==> src/rtl/servant_gpio_pkg.sv <==
// Shared definitions for the servant GPIO bank: register indices, the bus
// address type and the byte-enable expansion helper.
package servant_gpio_pkg;

    typedef logic [2:0] gpio_adr_t;

    localparam gpio_adr_t GPIO_OUT  = 3'd0;
    localparam gpio_adr_t GPIO_SET  = 3'd1;
    localparam gpio_adr_t GPIO_CLR  = 3'd2;
    localparam gpio_adr_t GPIO_TGL  = 3'd3;
    localparam gpio_adr_t GPIO_IN   = 3'd4;
    localparam gpio_adr_t GPIO_IREN = 3'd5;
    localparam gpio_adr_t GPIO_PEND = 3'd6;
    localparam gpio_adr_t GPIO_DIR  = 3'd7;

    // Expands the four Wishbone byte enables into a 32-bit bit mask.
    function automatic logic [31:0] sel_mask(input logic [3:0] sel);
        logic [31:0] m;
        m = '0;
        for (int i = 0; i < 4; i++) begin
            m[8*i +: 8] = {8{sel[i]}};
        end
        return m;
    endfunction

endpackage

==> src/rtl/servant_sync.sv <==
// Multi-stage input synchroniser: each bit of d crosses STAGES flip-flops
// before appearing on q. Cleared to zero by the asynchronous reset.
module servant_sync #(
    parameter int WIDTH  = 8,
    parameter int STAGES = 2
) (
    input  logic             clk,
    input  logic             rst,
    input  logic [WIDTH-1:0] d,
    output logic [WIDTH-1:0] q
);

    logic [STAGES-1:0][WIDTH-1:0] chain;

    always_ff @(posedge clk or posedge rst) begin
        if (rst) begin
            chain <= '0;
        end else begin
            chain <= {chain[STAGES-2:0], d};
        end
    end

    assign q = chain[STAGES-1];

endmodule

==> src/rtl/servant_gpio_bank.sv <==
// Wishbone GPIO bank: OUT with set/clear/toggle aliases, per-bit direction,
// synchronised inputs and a rising-edge interrupt with W1C pending bits.
module servant_gpio_bank
    import servant_gpio_pkg::*;
#(
    parameter int               WIDTH       = 8,
    parameter logic [WIDTH-1:0] RESET_VAL   = '0,
    parameter logic [WIDTH-1:0] DIR_RESET   = '1,
    parameter int               SYNC_STAGES = 2
) (
    input  logic             wb_clk,
    input  logic             wb_rst,
    input  logic [2:0]       i_wb_adr,
    input  logic [31:0]      i_wb_dat,
    input  logic [3:0]       i_wb_sel,
    input  logic             i_wb_we,
    input  logic             i_wb_cyc,
    output logic [31:0]      o_wb_rdt,
    output logic             o_wb_ack,
    input  logic [WIDTH-1:0] i_gpio,
    output logic [WIDTH-1:0] o_q,
    output logic [WIDTH-1:0] o_oe,
    output logic             o_irq
);

    // Handshake: a request is taken on any edge with i_wb_cyc=1 and o_wb_ack=0;
    // that same edge performs the write, raises o_wb_ack for exactly one cycle
    // and loads o_wb_rdt with the pre-write value. o_wb_rdt is 0 outside ack.
    gpio_adr_t        adr;
    logic             accept;
    logic             wr;
    logic [31:0]      bmask32;
    logic [31:0]      wbits32;
    logic [WIDTH-1:0] wmask;
    logic [WIDTH-1:0] wbits;
    logic             unused_bits;

    logic [WIDTH-1:0] out_r, dir_r, iren_r, pend_r, prev_r;
    logic [WIDTH-1:0] out_nxt, dir_nxt, iren_nxt, pend_nxt, pend_clr;
    logic [WIDTH-1:0] in_sync, rise;
    logic [31:0]      rd_val;

    assign adr         = i_wb_adr;
    assign accept      = i_wb_cyc & ~o_wb_ack;
    assign wr          = accept & i_wb_we;
    assign bmask32     = sel_mask(i_wb_sel);
    assign wbits32     = i_wb_dat & bmask32;
    assign wmask       = bmask32[WIDTH-1:0];
    assign wbits       = wbits32[WIDTH-1:0];
    // Bits at WIDTH and above have nowhere to go; this only sinks them.
    assign unused_bits = ^{wbits32, bmask32};

    servant_sync #(
        .WIDTH  (WIDTH),
        .STAGES (SYNC_STAGES)
    ) u_sync (
        .clk (wb_clk),
        .rst (wb_rst),
        .d   (i_gpio),
        .q   (in_sync)
    );

    assign rise = in_sync & ~prev_r;

    always_comb begin
        out_nxt  = out_r;
        dir_nxt  = dir_r;
        iren_nxt = iren_r;
        pend_clr = '0;
        if (wr) begin
            case (adr)
                GPIO_OUT:  out_nxt  = (out_r & ~wmask) | wbits;
                GPIO_SET:  out_nxt  = out_r | wbits;
                GPIO_CLR:  out_nxt  = out_r & ~wbits;
                GPIO_TGL:  out_nxt  = out_r ^ wbits;
                GPIO_IREN: iren_nxt = (iren_r & ~wmask) | wbits;
                GPIO_PEND: pend_clr = wbits;
                GPIO_DIR:  dir_nxt  = (dir_r & ~wmask) | wbits;
                default:   ;
            endcase
        end
        // A new edge outranks a simultaneous clear of the same bit.
        pend_nxt = (pend_r & ~pend_clr) | (rise & iren_r);
    end

    always_comb begin
        rd_val = '0;
        case (adr)
            GPIO_OUT, GPIO_SET, GPIO_CLR, GPIO_TGL: rd_val[WIDTH-1:0] = out_r;
            GPIO_IN:   rd_val[WIDTH-1:0] = in_sync;
            GPIO_IREN: rd_val[WIDTH-1:0] = iren_r;
            GPIO_PEND: rd_val[WIDTH-1:0] = pend_r;
            GPIO_DIR:  rd_val[WIDTH-1:0] = dir_r;
            default:   rd_val = '0;
        endcase
    end

    always_ff @(posedge wb_clk or posedge wb_rst) begin
        if (wb_rst) begin
            out_r    <= RESET_VAL;
            dir_r    <= DIR_RESET;
            iren_r   <= '0;
            pend_r   <= '0;
            prev_r   <= '0;
            o_wb_ack <= 1'b0;
            o_wb_rdt <= '0;
        end else begin
            out_r    <= out_nxt;
            dir_r    <= dir_nxt;
            iren_r   <= iren_nxt;
            pend_r   <= pend_nxt;
            prev_r   <= in_sync;
            o_wb_ack <= accept;
            o_wb_rdt <= accept ? rd_val : 32'd0;
        end
    end

    assign o_q   = out_r;
    assign o_oe  = dir_r;
    assign o_irq = |pend_r;

endmodule

==> config.mk <==
export PLATFORM = sky130hd
export DESIGN_NAME = servant_gpio_bank
export DESIGN_NICKNAME = d
export VERILOG_FILES = /design/src/rtl/servant_gpio_pkg.sv /design/src/rtl/servant_sync.sv /design/src/rtl/servant_gpio_bank.sv
export SDC_FILE = /design/constraint.sdc
export NUM_CORES = 1
export LEC_CHECK = 0
export CORE_AREA = 2 2 105 107
export DETAILED_ROUTE_END_ITERATION = 8
export DIE_AREA = 0 0 107 109
export DONT_BUFFER_PORTS = 1
export PLACE_DENSITY_LB_ADDON = 0.3
export RECOVER_POWER = 100
export SYNTH_ARGS = -nofsm -noshare
export SYNTH_HDL_FRONTEND = slang
export SYNTH_HIERARCHICAL = 1
export SYNTH_SLANG_ARGS = --single-unit
==> constraint.sdc <==
create_clock -name wb_clk -period 1.9 [get_ports wb_clk]
set_input_delay 0.285 -clock wb_clk [delete_from_list [all_inputs] [get_ports wb_clk]]
set_output_delay 0.285 -clock wb_clk [all_outputs]
set_load 0.1 [all_outputs]
After elaboration in Yosys (flattened, before gate mapping)
Cells that the tools add are included.

storage, ports and cells
  logic and storage cells = 49
  register bits after elaboration = 65
  input port bits = 51

cells by class
  reductions and logical operators = 7
  bitwise gates (word level) = 21
  equality and inequality tests = 7
  mux-type cells = 5

operators with widths
  kind                  count
  $and A8 B8 Y8         8
  $or A8 B8 Y8          5
  $pmux W8 S5           1
  $not A8 Y8            4
  $pmux W8 S4           1
  $mux W8               3
  $eq A3 B3 Y1 const B  4
  $reduce_or A8 Y1      1
  $xor A8 B8 Y8         1
  $eq A3 B2 Y1 const B  2
  $reduce_and A2 Y1     3
  $reduce_bool A4 Y1    1
  $reduce_or A4 Y1      1
  $eq A3 B1 Y1 const B  1
  $logic_not A3 Y1      1
  $and A1 B1 Y1         2
  $not A1 Y1            1

Depth between registers and ports, before layout
  depth in word-level cells = 7
  depth in mapped cells = 7

Modules after synthesis
The synthesis kept the hierarchy.

modules (own cells, without submodules)
  module             instances  cells each  area each (µm²)  seq. area each (µm²)
  servant_gpio_bank  1          220         2602.5           1236.2
  servant_sync       1          25          464.2            400.4

Worst setup path after synthesis
Ideal clock, no wire load.

  kind = register to register
  start point = register o_wb_ack
  end point = register with a tool-made name
  path buffers = 0
  data arrival time = 1.873 ns
  stages on the path, launching flop included = 4
  period minus slack after synthesis = 1.998 ns
  library setup time = 0.125 ns
  required time = 1.775 ns
  setup slack = -0.098 ns
  cell sequence = dfrtp_1 -> nand3b_4 -> nor4_4 -> mux2_2

RTL lines
  item                    line                      source
  start, declared         servant_gpio_bank.sv:19   output logic o_wb_ack,
  start signal, assigned  servant_gpio_bank.sv:113  o_wb_ack <= accept;

Worst setup path after layout
  start point = register pend_r[2]
  end point = output port o_irq

on the way
  word-level cells in the longest chain between the ends = 1

RTL lines
  item                    line                      source
  start, declared         servant_gpio_bank.sv:38   logic [WIDTH-1:0] out_r, dir_r, iren_r, pend_r, prev_r;
  start signal, assigned  servant_gpio_bank.sv:111  pend_r <= pend_nxt;
  $reduce_or A8 Y1        servant_gpio_bank.sv:120  assign o_irq = |pend_r;
  end, declared           servant_gpio_bank.sv:23   output logic o_irq

Every way passes these cells.

==> results summary <==
The synthesized area divided by synthesized cell count is about 13 sq um. The worst slack at placement is about 0.30 ns. The detailed-route via count came out at 1911. The total I/O pin count came out at a little over 100. The number of different library cells used by synthesis comes to 32.

The total number of nets in the final design is approximately 340. The number of vias per cell is roughly 4.5. The sum of negative setup slack came out at 0 ns. Across the VDD grid, the largest voltage drop is 0.374 mV. The worst setup path is launched from a flop.

The slew at the pin closest to its max-slew limit is between 0.6 and 0.7 ns. The max-slew violation total from the final report came out at 0. The wire-length estimate of the detail-placed layout is roughly 4800 um. The category of the most critical setup path is flop to output pin. Wires add up to ~6500 um. The met2 usage in global routing is 18.9%. The number of failing hold endpoints at the final stage was 0.

The antenna diode instance count came out at 0. The routing layer with the top usage in global route is met2. The final worst clock skew is 0.0112 ns. The total of buffers placed on input and output ports is 0. Setup repair after global routing left no endpoint under its margin. The max-cap violation count came out at 0. The number of optimization iterations in the first detailed-route pass is 6.

The maximum cell stage delay along the critical path came out at slightly above 0.4 ns. The number of synthesized register bits came out at 65. The worst-case clock buffer depth came out at 2. In this run the number of H-tree levels came out at 3. Global routing finished with a remaining overflow of 0. Traced cell by cell, the critical path runs through nor4_2 > nand2_1 > clkbuf_4. The number of enable-type register cells in the synthesized netlist is 0. The worst setup path is captured at an output pin. The remaining antenna violation count after routing came out at 0. The part of the cycle the worst path needs came out at 96.4%. The Yosys step of the flow raised 6 warnings. The share of the core filled with cells came out at roughly 33%. The minimum clock period after layout is 1.83 ns. The share of synthesized area occupied by flip-flops and latches is 53.4%. The minimum setup slack in the final design is 0.0680 ns.

The area of the core came out at approximately 0.011 sq mm. The initial cell density of the core is 28.9%. Of all nets on the critical path, the largest fanout is 3. After clock tree synthesis, the clock-pin slew on the worst setup and hold paths is 0.08 ns.

The clock insertion delay at the later pin of the skew report came out at 0.33 ns. The maximum number of pins on one net before global-route repair came out at 25. The top flip-flop cell by instance count after synthesis is sky130_fd_sc_hd__dfrtp_1.

The global-route wire length before repair came out at 10800 um. The post-synthesis to final-layout area growth is 14.3%. The leakage component of the power is roughly 1.6 nW. The total global-route track usage came out at 12.2%. The final weighted congestion in routability-driven placement came out at about 0.75.

The fraction of layout instances using a drive strength above 1 is ~30%. The die extent in y came out at about 110 um. The count of mapped cells out of synthesis is approximately 250. The largest individual stage delay along the critical path comes from the cell sky130_fd_sc_hd__dfrtp_1. The number of CTS-inserted buffers came out at 9.

In this run the power density over the cells is between 1000 and 1500 mW/mm^2. For met3 alone, demand over resource in global routing was approximately 3.8%. The final standard cell count with taps included and fillers excluded is between 400 and 500. The buffers inserted during post-CTS setup optimization came out at 0. The buffer cell driving the clock tree root is sky130_fd_sc_hd__clkbuf_8.

At the worst endpoint, the arrival time is 1.55 ns. The met1 routing resource usage after global routing is approximately 16%. The via count of the first global-routing pass came out at ~2000. In this run, the number of DRC markers left after iteration 0 of detailed routing was around 110.

The number of rows in the core area came out at 38. The fmax is roughly 550 MHz. TritonCTS built the clock tree.

For this run, asynchronously set or reset flops after synthesis account for between 90% and 100%. The flow ran to the end, and the final reports show no timing, DRC or antenna violations. The horizontal extent of the die came out at roughly 110 um. The worst slew margin relative to its limit came out at between 50% and 60%. The number of antenna violations at the first check in global routing is 0. The routed wirelength normalized by instance count came out at roughly 15 um. The data required time of the critical path came out at approximately 1.6 ns. The die covers 0.0117 sq mm. In the routed design, unresolved DRC markers number 0. The number of endpoints failing setup at the final stage came out at 0. The cell count after placement is 399. The number of sinks handled by clock tree synthesis is 65.

The type of the tightest min-delay check is primary input to flop. The mapped cell area came out at 0.00307 sq mm.
power breakdown:
| group | total, mW | switching [mW] | leakage (nW) | internal (mW) |
|---|---|---|---|---|
| sequential | 1.69 | 0.110 | 0.762 | 1.58 |
| clock | 1.34 | 0.531 | 0.109 | 0.812 |
| combinational | 1.48 | 1.18 | 0.688 | 0.301 |
| total | 4.51 | 1.82 | 1.56 | 2.69 |
metal layers:
layer / wire length (um) / part of all wire (%)
met5: 0 / 0
met4: 80 / 1.2
met3: 468 / 7.2
met2: 3050 / 47
met1: 2920 / 45
kinds of logic (layout without fill, tap and decap cells):
group           after synthesis  after routing  synth area share (%)
buf+inv                      46             62                  10.1
mux                          32             32                  14.4
other cells                   1             24                 0.122
compound gates               36             36                  8.57
flops                        65             65                  53.4
fa+ha+maj                     8              8                  3.26
simple gates                 57             57                  10.2
final timing paths:
check | endpoint | slack, ns | start | depth (start not counted)
min in group asynchronous | u_sync/chain[0]$_DFF_PP0_ | 0.51 | wb_rst | 2
min reg2reg | u_sync/q[1]$_DFF_PP0_ | 0.35 | u_sync/chain[1]$_DFF_PP0_ | 0
max reg2reg | flop | 0.18 | o_wb_ack$_DFF_PP0_ | 4
max | o_irq | 0.07 | pend_r[2]$_DFF_PP0_ | 3
min | flop | 0.10 | i_wb_dat[1] | 1
max in group asynchronous | o_wb_ack$_DFF_PP0_ | 0.33 | wb_rst | 3
what timing repair did:
action,4_1_cts,5_1_grt
hold endpoints to repair,36,0
endpoints found under the setup margin,1,0
hold buffers,9,0
gates resized for setup,1,0
cell type report:
type                    instances  area, sq um
fillers                      1082         7100
inverters                       5         18.8
flip-flops and latches         65         1640
clock inverters                 4         75.1
well taps                     140          175
repair buffers                 41          256
multi-input cells             157         1190
clock buffers                  12          155
cells in the mapped netlist (6+ instances only):
master / n / area [sq um]
sky130_fd_sc_hd__dfstp_2: 8 / 210
sky130_fd_sc_hd__buf_4: 33 / 248
sky130_fd_sc_hd__mux4_2: 8 / 180
sky130_fd_sc_hd__o2bb2ai_1: 13 / 114
sky130_fd_sc_hd__dfrtp_1: 57 / 1430
sky130_fd_sc_hd__o21ai_0: 6 / 30.0
sky130_fd_sc_hd__mux2i_1: 8 / 80.1
sky130_fd_sc_hd__ha_1: 8 / 100
sky130_fd_sc_hd__nor2_1: 13 / 48.8
sky130_fd_sc_hd__mux2_2: 16 / 180
sky130_fd_sc_hd__nand2_1: 30 / 113
critical path, delay by kind of cell (launching register included):
family / cells / cell delay (ns)
flops: 1 / 0.41
simple gates: 2 / 0.51
buf+inv: 1 / 0.30
per-stage QoR:
step           hold slack (ns)  power, mW  instance area [sq um]
6_report                 0.101       4.51                   3510
5_1_grt                 0.0820       4.72                   3510
4_1_cts                 0.0782       4.65                   3620
3_5_place_dp             0.172       3.26                   3290
3_3_place_gp             0.170       3.24                   3290
2_1_floorplan            0.199       3.05                   3150
placed cells by master (no fill, tap or decap), types with 9 or more instances in the layout:
cell	Yosys	final
sky130_fd_sc_hd__nand2_1	30	30
sky130_fd_sc_hd__o2bb2ai_1	13	13
sky130_fd_sc_hd__clkbuf_8	0	11
sky130_fd_sc_hd__clkbuf_2	0	28
sky130_fd_sc_hd__nor2_1	13	13
sky130_fd_sc_hd__dfrtp_1	57	56
sky130_fd_sc_hd__dlygate4sd3_1	0	9
sky130_fd_sc_hd__conb_1	1	24
sky130_fd_sc_hd__mux2_2	16	16
No activity file was read; power rests on OpenSTA's default activity.
